--- src/rtl/dmem_arbiter.sv ---
// dmem_arbiter: round-robin arbiter giving two req/ack masters access to the
// single-port data memory, with byte-address to word-index translation and
// out-of-range / misaligned access rejection.
module dmem_arbiter #(
    parameter logic [31:0] ADDR_BASE  = 32'h10010000,
    parameter int unsigned DEPTH_LOG2 = 11
) (
    input  logic                  clk,
    input  logic                  rst,
    input  logic                  m0_req,
    input  logic                  m0_we,
    input  logic [31:0]           m0_addr,
    input  logic [31:0]           m0_wdata,
    output logic [31:0]           m0_rdata,
    output logic                  m0_ack,
    output logic                  m0_err,
    input  logic                  m1_req,
    input  logic                  m1_we,
    input  logic [31:0]           m1_addr,
    input  logic [31:0]           m1_wdata,
    output logic [31:0]           m1_rdata,
    output logic                  m1_ack,
    output logic                  m1_err,
    output logic                  dm_r,
    output logic                  dm_w,
    output logic [DEPTH_LOG2-1:0] dm_addr,
    output logic [31:0]           dm_wdata,
    input  logic [31:0]           dm_rdata,
    output logic                  grant
);

    localparam int unsigned DW = 32;

    typedef enum logic [1:0] {
        IDLE   = 2'd0,
        ACCESS = 2'd1,
        RESP   = 2'd2
    } state_t;

    state_t                state_q, state_d;
    logic                  we_q;
    logic                  bad_q;
    logic [DEPTH_LOG2-1:0] idx_q;
    logic [DW-1:0]         wdata_q;
    logic                  grant_q;
    logic                  last_q;
    logic [DW-1:0]         resp_q;
    logic                  m0_ack_q, m1_ack_q;
    logic                  m0_err_q, m1_err_q;

    logic                  any_req_c;
    logic                  win_c;
    logic                  sel_we_c;
    logic [DW-1:0]         sel_addr_c;
    logic [DW-1:0]         sel_wdata_c;
    logic [DW-1:0]         off_c;
    logic [DW-1:0]         word_c;
    logic                  bad_c;

    // Round-robin winner selection and address check of the request being latched
    always_comb begin
        any_req_c   = m0_req | m1_req;
        win_c       = (m0_req & m1_req) ? ~last_q : m1_req;
        sel_we_c    = win_c ? m1_we    : m0_we;
        sel_addr_c  = win_c ? m1_addr  : m0_addr;
        sel_wdata_c = win_c ? m1_wdata : m0_wdata;
        off_c       = sel_addr_c - ADDR_BASE;
        word_c      = off_c >> 2;
        bad_c       = (sel_addr_c < ADDR_BASE)
                    | (sel_addr_c[1:0] != 2'b00)
                    | ((word_c >> DEPTH_LOG2) != 32'd0);
    end

    // State register
    always_ff @(posedge clk or posedge rst) begin
        if (rst) begin
            state_q <= IDLE;
        end else begin
            state_q <= state_d;
        end
    end

    // Next-state logic: every transaction is IDLE -> ACCESS -> RESP
    always_comb begin
        state_d = state_q;
        case (state_q)
            IDLE:    if (any_req_c) state_d = ACCESS;
            ACCESS:  state_d = RESP;
            RESP:    state_d = IDLE;
            default: state_d = IDLE;
        endcase
    end

    // Memory strobes decoded from the state register so reset kills them at once
    always_comb begin
        dm_r = 1'b0;
        dm_w = 1'b0;
        if (state_q == ACCESS && !bad_q) begin
            dm_r = ~we_q;
            dm_w = we_q;
        end
    end

    // Request latch, round-robin pointer, read capture and ack/err generation
    always_ff @(posedge clk or posedge rst) begin
        if (rst) begin
            we_q     <= 1'b0;
            bad_q    <= 1'b0;
            idx_q    <= '0;
            wdata_q  <= '0;
            grant_q  <= 1'b0;
            last_q   <= 1'b1;
            resp_q   <= '0;
            m0_ack_q <= 1'b0;
            m1_ack_q <= 1'b0;
            m0_err_q <= 1'b0;
            m1_err_q <= 1'b0;
        end else begin
            m0_ack_q <= 1'b0;
            m1_ack_q <= 1'b0;
            m0_err_q <= 1'b0;
            m1_err_q <= 1'b0;
            case (state_q)
                IDLE: begin
                    if (any_req_c) begin
                        we_q    <= sel_we_c;
                        bad_q   <= bad_c;
                        idx_q   <= word_c[DEPTH_LOG2-1:0];
                        wdata_q <= sel_wdata_c;
                        grant_q <= win_c;
                        last_q  <= win_c;
                    end
                end
                ACCESS: begin
                    resp_q   <= (!bad_q && !we_q) ? dm_rdata : '0;
                    m0_ack_q <= ~grant_q;
                    m1_ack_q <= grant_q;
                    m0_err_q <= ~grant_q & bad_q;
                    m1_err_q <= grant_q & bad_q;
                end
                default: begin
                end
            endcase
        end
    end

    assign dm_addr  = idx_q;
    assign dm_wdata = wdata_q;
    assign grant    = grant_q;
    assign m0_rdata = resp_q;
    assign m1_rdata = resp_q;
    assign m0_ack   = m0_ack_q;
    assign m1_ack   = m1_ack_q;
    assign m0_err   = m0_err_q;
    assign m1_err   = m1_err_q;

endmodule

--- config.mk ---
export PLATFORM = sky130hd
export DESIGN_NAME = dmem_arbiter
export DESIGN_NICKNAME = d
export VERILOG_FILES = /design/src/rtl/dmem_arbiter.sv
export SDC_FILE = /design/constraint.sdc
export NUM_CORES = 1
export LEC_CHECK = 0
export CAP_MARGIN = 20
export CORE_AREA = 2 2 109 111
export DETAILED_ROUTE_END_ITERATION = 8
export DIE_AREA = 0 0 111 113
export PLACE_DENSITY = 0.83
export SLEW_MARGIN = 20
export SYNTH_ARGS = -nofsm -noshare
export SYNTH_HDL_FRONTEND = slang
export SYNTH_SLANG_ARGS = --single-unit
--- constraint.sdc ---
create_clock -name clk -period 6.6 [get_ports clk]
set_input_delay 1.32 -clock clk [delete_from_list [all_inputs] [get_ports clk]]
set_output_delay 1.32 -clock clk [all_outputs]
set_load 0.1 [all_outputs]
==> impl_metrics.yaml, run 1 <==
run_status:
  run_status: "finished clean"
sta:
  worst_slew_margin_rel: 0.2934
  final-max-slew-violation-count: 0
  final-setup-viol-count: 0
  hold_violations: 0
  setup_tns_ns: 0
  part_of_the_cycle_the_worst_path_needs: 0.6204
  fmax_mhz: 244.2
  setup_clock_skew_after_layout_ns: 0.005259
  rsz0062_at_grt: "false"
  period_minus_slack_ns: 4.095
  worst_slew_pin_slew_ns: 1.060
synthesis:
  syn_area_mm2: 0.004086
  yosys_warnings: 0
  post_synth_edffs: 0
  synth_sequential_area_ratio: 0.5208
  yosysTopAreaCell: "sky130_fd_sc_hd__dfrtp_1"
  async_reset_ff_frac: 1.000
  post_synth_num_cell_types: 40
  synth_ff_type: "sky130_fd_sc_hd__dfrtp_1"
  syn_inst: 439
  syn-mean-instance-area_um2: 9.308
  ys_seq_elements: 85
  syn_nets: 606
  yosys-top-cells-count: "sky130_fd_sc_hd__nand2_1, sky130_fd_sc_hd__dfrtp_1, sky130_fd_sc_hd__nor2_1, sky130_fd_sc_hd__a31oi_1, sky130_fd_sc_hd__buf_4"
  post-synth-top-area-fraction: 0.5144
  yosys-top-cells-area: "sky130_fd_sc_hd__dfrtp_1, sky130_fd_sc_hd__nand2_1, sky130_fd_sc_hd__a31oi_1, sky130_fd_sc_hd__a22o_1, sky130_fd_sc_hd__buf_4"
  synth.most_common_cell: "sky130_fd_sc_hd__nand2_1"
clock_network:
  cts_buffer_depth: 2
  tritoncts_num_sinks: 85
  clk_pin_slew_ns: 0.06
  clk-insertion-delay-late_ns: 0.33
  postCtsSetupRepairBufs: 0
  cts_repair_resize_count: 0
  cts_tree: "done"
  cts-buffers-inserted: 9
  cts_hold_buf: 0
  clock_tree_root_driver_cell: "sky130_fd_sc_hd__clkbuf_16"
  cts-htree-levels: 3
drt:
  drt-initial-drc-count: 246
  routed_wire_length_per_instance_um: 17.04
  via_count: 4275
  route.antenna.remaining_nets: 0
  drtPass1Iterations: 4
  wirelength_um: 14010
  drt-vias-per-instance: 5.201
  post-route-drc-count: 0
floorplan:
  floorplan.initialDensity: 0.3625
  core.rowCount: 39
  io-pin-count: 280
  die_y_um: 113
  core_mm2: 0.01127
  die-area_mm2: 0.01254
  die_width_um: 111
worst_setup_path:
  worst-endpoint-arrival_ns: 2.77
  timing.critical_path.from_type: "flip-flop"
  cp_max_fo: 33
  path_class: "flip-flop to output pin"
  timing.critical_path.to_type: "output pin"
  critPathRequiredTime_ns: 5.28
worst_hold_path:
  holdCritPathClass: "flip-flop to flip-flop"
power_and_ir_drop:
  vdd.ir_drop.worst_uv: 489.9
  p_leak_nw: 2.894
  power-per-cell-area_mw_per_mm2: 455.7
final_layout:
  final_layout_size_suffix_gt1_frac: 0.03982
  area_used_by_multi_input_combinational_logic_mm2: 0.001588
  final_util: 0.6255
  regArea_mm2: 0.002128
  area_growth_syn_to_layout_pct: 72.54
  num-fill-cells: 921
  nNetsFinal: 840
grt:
  first_global_vias: 4333
  grtUsageTotal: 0.2211
  global_route_wire_length_before_repair_um: 22090
  gr-total-overflow: 0
  antenna_violations_before_repair: 3
  grt_start_max_net_pins: 93
placement:
  place_congestion: 0.9045
  dp_hpwl_um: 10700
  io_buffers: 279
flow_run:
  max-cap-violations: 0
[through the flow]
step | cells | hold WS, ns | instance area (um^2) | setup WS (ns) | power, mW
after floorplan | 439 | 0.5185 | 4086 | 2.148 | 2.189
after global placement | 805 | 0.4779 | 6741 | 2.512 | 2.688
after detailed placement | 805 | 0.4749 | 6741 | 2.447 | 2.716
after CTS | 821 | 0.4892 | 7044 | 2.502 | 3.233
after global routing | 822 | 0.5306 | 7051 | 2.371 | 3.356
final | 822 | 0.4836 | 7051 | 2.505 | 3.213
[routing by layer]
metal / wire, um / global-route usage / share of wire / vias up
li1: - / - / - / 1980
met1: 5054 / 0.2308 / 0.36 / 2001
met2: 7129 / 0.3996 / 0.51 / 251
met3: 1387 / 0.08356 / 0.099 / 39
met4: 407 / 0.09500 / 0.029 / 4
met5: 27 / 0 / 0.0019 / -
[path summary, 6_finish.rpt]
check,startpoint,to,slack [ns],depth (start not counted)
setup / recovery,state_q[1],dm_r,2.51,4
hold / removal,grant,m0_ack,0.48,1
setup reg to reg,last_q,bad_q,3.79,7
hold reg to reg,grant,m0_ack,0.48,1
max in group asynchronous,rst,dm_addr[7],4.59,3
min in group asynchronous,rst,m0_rdata[13],1.51,3
[layout make-up]
type	instances	area share
Multi-Input combinational cell	289	0.2252
Antenna cell	1	0.0003549
Clock inverter	4	0.007986
Sequential cell	85	0.3019
Inverter	4	0.002307
Tap cell	143	0.02538
Clock buffer	12	0.03496
Timing Repair Buffer	284	0.4020
[state kept, by name (all words and copies together) (netlist names), 2 cells and up]
register,cells
dm_wdata,32
m0_rdata,32
dm_addr,11
state_q,2
[cells in the final DEF (no fill, tap or decap), types with 2 or more instances in the layout]
cell                                n
sky130_fd_sc_hd__clkinv_4           2
sky130_fd_sc_hd__o211ai_1           2
sky130_fd_sc_hd__nand3_1            5
sky130_fd_sc_hd__nand3b_1           3
sky130_fd_sc_hd__a22o_1            32
sky130_fd_sc_hd__a31oi_1           45
sky130_fd_sc_hd__o2111ai_1          2
sky130_fd_sc_hd__buf_4              4
sky130_fd_sc_hd__nor2_1            53
sky130_fd_sc_hd__nand4_1            4
sky130_fd_sc_hd__dfrtp_1           84
sky130_fd_sc_hd__nor3_1             8
sky130_fd_sc_hd__a21oi_1            7
sky130_fd_sc_hd__nand2_1           92
sky130_fd_sc_hd__nor3b_1            3
sky130_fd_sc_hd__clkbuf_1           2
sky130_fd_sc_hd__inv_1              3
sky130_fd_sc_hd__nor4_2             2
sky130_fd_sc_hd__mux2i_1            3
sky130_fd_sc_hd__clkdlybuf4s50_1  279
sky130_fd_sc_hd__nand2b_1           2
sky130_fd_sc_hd__o21ai_0            7
sky130_fd_sc_hd__and3_1             2
sky130_fd_sc_hd__clkbuf_16          9
sky130_fd_sc_hd__nor4b_1            2
sky130_fd_sc_hd__o32a_1             2
[critical path, stage by stage (launching register included)]
cell and delay, ns:
sky130_fd_sc_hd__dfrtp_1 0.38, sky130_fd_sc_hd__nand2b_1 0.31, sky130_fd_sc_hd__nor3_4 0.17, sky130_fd_sc_hd__buf_4 0.36
sky130_fd_sc_hd__clkdlybuf4s50_1 1.20
[cell families after synthesis]
kind of cell	after synthesis	share of synthesized area
buf+inv	65	0.09431
simple gates	182	0.1935
mux	3	0.007349
flops	85	0.5208
fa+ha+maj	1	0.003061
compound gates	103	0.1810
[report_power, final]
part	internal [mW]	switching [mW]	leakage, nW
combinational	0.462	1.46	1.70
clock	0.306	0.201	0.147
sequential	0.685	0.0987	1.05
(Power assumes the default switching activity.)
==> inputs of run 2 (changes only) <==
CORE_AREA = not set   (was 2 2 109 111)
CORE_UTILIZATION = 36   (was not set)
DIE_AREA = not set   (was 0 0 111 113)
clock period = 3.91 ns   (was 6.6 ns; I/O delays follow)
==> run 2 against run 1 <==
Sequential power grew 67%. Largest power group unchanged. Non-clock buffer count is 3 higher. Combinational power grew 70%.
==> impl_metrics.yaml, run 2 (synthesis results as in run 1) <==
clock_network:
  clk_pin_slew_ns: 0.06
  cts-htree-levels: 3
  cts-buffers-inserted: 9
  cts_hold_buf: 0
  clock_tree_root_driver_cell: "sky130_fd_sc_hd__clkbuf_16"
  tritoncts_num_sinks: 85
  cts_buffer_depth: 2
  cts_repair_resize_count: 0
  clk-insertion-delay-late_ns: 0.33
  postCtsSetupRepairBufs: 0
  cts_tree: "done"
power_and_ir_drop:
  internal_power_mw: 2.472
  switching_share: 0.5457
  power-per-cell-area_mw_per_mm2: 768.7
  switching_power_total_mw: 2.969
  p_leak_nw: 2.918
  share_comb_of_total_power: 0.599
  share_seq_of_total_power: 0.241
  power.clock.fraction: 0.160
  vdd.ir_drop.worst_uv: 761.5
grt:
  grt_start_max_net_pins: 92
  gr-total-overflow: 0
  grtUsageTotal: 0.2384
  antenna_violations_before_repair: 0
  first_global_vias: 4180
  global_route_wire_length_before_repair_um: 21120
floorplan:
  die-area_mm2: 0.01178
  core_mm2: 0.01094
  io-pin-count: 280
  die_width_um: 108.5
  die_y_um: 108.5
  floorplan.initialDensity: 0.3737
  core.rowCount: 38
worst_setup_path:
  path_class: "primary input to flip-flop"
  r2r_slack_ns: 1.43
  timing.critical_path.from_type: "primary input"
  timing.critical_path.to_type: "flip-flop"
  worst-endpoint-arrival_ns: 3.16
  cp_max_fo: 31
  critPathRequiredTime_ns: 4.12
drt:
  via_count: 4209
  drt-vias-per-instance: 5.127
  wirelength_um: 14310
  post-route-drc-count: 0
  drtPass1Iterations: 5
  drt-initial-drc-count: 203
  routed_wire_length_per_instance_um: 17.43
  route.antenna.remaining_nets: 0
sta:
  worst_slew_pin_slew_ns: 1.033
  period_minus_slack_ns: 2.953
  rsz0062_at_grt: "false"
  final-setup-viol-count: 0
  setup_tns_ns: 0
  worst_slew_margin_rel: 0.3093
  fmax_mhz: 338.7
  part_of_the_cycle_the_worst_path_needs: 0.7551
  final-max-slew-violation-count: 0
  hold_violations: 0
  setup_clock_skew_after_layout_ns: 0.005431
worst_hold_path:
  holdCritPathClass: "flip-flop to flip-flop"
final_layout:
  most_frequent_cells_in_the_layout: "sky130_fd_sc_hd__clkdlybuf4s50_1, sky130_fd_sc_hd__nand2_1, sky130_fd_sc_hd__dfrtp_1"
  area_growth_syn_to_layout_pct: 73.21
  finish.instance_area_mm2: 0.007078
  nNetsFinal: 843
  final_layout_size_suffix_gt1_frac: 0.04846
  antenna-diode-count: 0
  mostFrequentLayoutCell: "sky130_fd_sc_hd__clkdlybuf4s50_1"
run_status:
  run_status: "finished clean"
flow_run:
  max-cap-violations: 0
placement:
  dp_hpwl_um: 10880
  place_congestion: 0.8584
  io_buffers: 279
  placed_cell_area_mm2: 0.006773
## run 2: worst paths after layout
check	start	to	depth (start not counted)
worst max-delay path	m0_req	bad_q	8
worst min-delay path	grant	m0_ack	1
worst max register to register	last_q	bad_q	7
worst min register to register	grant	m0_ack	1
max in group asynchronous	rst	m0_rdata[24]	3
min in group asynchronous	rst	m0_rdata[5]	2
## run 2: power by group through the flow
| stage | combinational [mW] | clock [mW] | sequential, mW |
|---|---|---|---|
| after detailed placement | 3.26 | 0 | 1.33 |
| after global routing | 3.39 | 0.928 | 1.35 |
| final | 3.26 | 0.871 | 1.31 |
| after floorplan | 0.623 | 0 | 3.07 |
| after global placement | 3.23 | 0 | 1.32 |
| after CTS | 3.27 | 0.892 | 1.32 |
## run 2: area by class of cell
type	count	area, um^2
timing repair buffer	287	2860
clock inverter	3	43.79
clock buffer	13	260.3
fill	870	3857
tap	140	175.2
multi-input combinational	289	1593
inverter	4	17.52
sequential	85	2128
## run 2: worst max-delay path, stage by stage
cell and delay [ns]:
sky130_fd_sc_hd__clkdlybuf4s50_1 0.58, sky130_fd_sc_hd__a21bo_2 0.59, sky130_fd_sc_hd__buf_4 0.41, sky130_fd_sc_hd__nor3_1 0.11, sky130_fd_sc_hd__o21ai_0 0.26, sky130_fd_sc_hd__mux2i_1 0.11
sky130_fd_sc_hd__nor4_1 0.20, sky130_fd_sc_hd__a21oi_1 0.10
## run 2: per-stage QoR
stage / hold WS, ns / instances / setup slack, ns / utilization / power (mW)
after global routing: 0.5572 / 821 / 0.8307 / 0.6473 / 5.668
final: 0.5026 / 821 / 0.9575 / 0.6473 / 5.441
after floorplan: 0.5185 / 439 / 0.9362 / - / 3.696
after global placement: 0.4883 / 805 / 0.7168 / 0.6193 / 4.540
after CTS: 0.4986 / 821 / 1.027 / 0.6471 / 5.481
after detailed placement: 0.4837 / 805 / 0.6919 / 0.6193 / 4.591
## run 2: metal layers
layer,vias to the layer above,track usage,part of all wire
li1,1987,-,-
met1,1996,0.2328,0.36
met2,198,0.4444,0.53
met3,28,0.08137,0.084
met4,0,0.1158,0.026
met5,-,0,0
==> inputs of run 3 (changes only) <==
clock period = 2.8 ns   (was 3.91 ns; I/O delays follow)
==> run 3 against run 2 <==
Clock skew grew 0.0012 ns. Critical path depth is the same. Sequential power up 40%. Total power increased by 36%. Non-clock buffer count is the same. Final cell count is the same. Register-to-register slack got worse by 0.71 ns. Design area is 3.7% lower. First-iteration DRC count increased by 23%. Combinational power grew 37%. Highest routed layer unchanged.
==> impl_metrics.yaml, run 3 (synthesis results as in run 1) <==
clock_network:
  cts_repair_resize_count: 0
  cts_hold_buf: 0
  cts_buffer_depth: 2
  cts_tree: "done"
  cts-htree-levels: 3
  clk_pin_slew_ns: 0.06
  clk-insertion-delay-late_ns: 0.33
  cts-buffers-inserted: 9
  tritoncts_num_sinks: 85
  postCtsSetupRepairBufs: 0
  clock_tree_root_driver_cell: "sky130_fd_sc_hd__clkbuf_16"
grt:
  grtUsageTotal: 0.2247
  grt_start_max_net_pins: 92
  global_route_wire_length_before_repair_um: 20070
  first_global_vias: 4104
  gr-total-overflow: 0
  antenna_violations_before_repair: 0
power_and_ir_drop:
  switching_power_total_mw: 4.173
  share_comb_of_total_power: 0.600
  p_leak_nw: 3.092
  power.clock.fraction: 0.153
  vdd.ir_drop.worst_uv: 959.0
  power-per-cell-area_mw_per_mm2: 1088
  share_seq_of_total_power: 0.247
  switching_share: 0.5628
  power.total_mw: 7.415
  internal_power_mw: 3.242
flow_run:
  max-cap-violations: 0
floorplan:
  die-area_mm2: 0.01178
  io-pin-count: 280
  core.rowCount: 38
  floorplan.initialDensity: 0.3737
  die_y_um: 108.5
  die_width_um: 108.5
  core_mm2: 0.01094
sta:
  part_of_the_cycle_the_worst_path_needs: 0.8314
  setup_tns_ns: 0
  fmax_mhz: 429.6
  hold_violations: 0
  final_critical_path_setup_slack_ns: 0.4721
  worst_slew_pin_slew_ns: 0.4564
  setup_clock_skew_after_layout_ns: 0.006651
  worst_slew_margin_rel: 0.6950
  final-setup-viol-count: 0
  final-max-slew-violation-count: 0
  rsz0062_at_grt: "false"
  period_minus_slack_ns: 2.328
final_layout:
  antenna-diode-count: 0
  regArea_mm2: 0.002128
  area_used_by_multi_input_combinational_logic_mm2: 0.001593
  mostFrequentLayoutCell: "sky130_fd_sc_hd__clkdlybuf4s50_1"
  most_frequent_cells_in_the_layout: "sky130_fd_sc_hd__clkdlybuf4s50_1, sky130_fd_sc_hd__buf_4, sky130_fd_sc_hd__nand2_1"
  final_layout_size_suffix_gt1_frac: 0.2159
  area_growth_syn_to_layout_pct: 66.75
  num-fill-cells: 933
  nNetsFinal: 843
worst_setup_path:
  critical_path.cell_chain: "clkdlybuf4s50_1 -> a21bo_2 -> mux2i_1 -> ha_1 -> a211o_1 -> nand4b_1 -> nor4_1 -> a21oi_1"
  slowest_delay_ns: 0.57
  worst-path-buf-inv: 1
  critical-path-slowest-cell: "sky130_fd_sc_hd__clkdlybuf4s50_1"
  path_class: "primary input to flip-flop"
  critical_path.top_delay_family: "buffers and inverters"
  worst-endpoint-arrival_ns: 2.53
  crit_cells: 8
  timing.critical_path.from_type: "primary input"
  r2r.worst_path.cells: 7
  cp_max_fo: 5
  critPathRequiredTime_ns: 3.01
  timing.critical_path.to_type: "flip-flop"
worst_hold_path:
  holdCritPathClass: "flip-flop to flip-flop"
  worstHoldPathCells: 1
drt:
  route.antenna.remaining_nets: 0
  wirelength_um: 13790
  routed_wire_length_per_instance_um: 16.79
  drt-initial-drc-count: 249
  post-route-drc-count: 0
  drt-vias-per-instance: 5.082
  drtPass1Iterations: 5
  via_count: 4172
run_status:
  run_status: "finished clean"
placement:
  dp_worst_setup_slack_ns: 0.1556
  io_buffers: 279
  dp_hpwl_um: 10700
  place_congestion: 0.8492
## run 3: power groups by stage
stage | sequential [mW] | combinational [mW] | clock, mW
global placement | 1.84 | 4.42 | 0
global route | 1.88 | 4.64 | 1.22
CTS | 1.84 | 4.47 | 1.15
detailed placement | 1.85 | 4.47 | 0
floorplan | 4.29 | 0.870 | 0
finish | 1.83 | 4.45 | 1.13
## run 3: layout make-up
class,count,share of cell area
Clock inverter,6,0.006610
Timing Repair Buffer,287,0.3841
Inverter,4,0.002387
Tap cell,140,0.02571
Multi-Input combinational cell,289,0.2337
Sequential cell,85,0.3123
Clock buffer,10,0.03507
## run 3: through the flow
stage | cell area [um^2] | hold WS, ns | instances | util
2_1_floorplan | 4091 | 0.5185 | 439 | -
3_3_place_gp | 6530 | 0.4780 | 805 | 0.5971
3_5_place_dp | 6530 | 0.4759 | 805 | 0.5971
4_1_cts | 6814 | 0.4965 | 821 | 0.6231
5_1_grt | 6814 | 0.5107 | 821 | 0.6231
6_report | 6814 | 0.5031 | 821 | 0.6231
## run 3: per-layer routing
metal	track usage	wire length, um	vias to the layer above
met1	0.2257	4888	1947
met2	0.4222	7224	208
li1	-	-	1983
met3	0.07896	1327	34
met4	0.08205	344	0
met5	0	0	-
## run 3: final timing paths
kind / startpoint / end / slack, ns
min in group asynchronous: rst / m0_rdata[7] / 0.51
hold / removal: grant / m0_ack / 0.50
setup / recovery: m0_req / bad_q / 0.47
hold reg to reg: grant / m0_ack / 0.50
max in group asynchronous: rst / last_q / 1.57
setup reg to reg: last_q / bad_q / 0.72
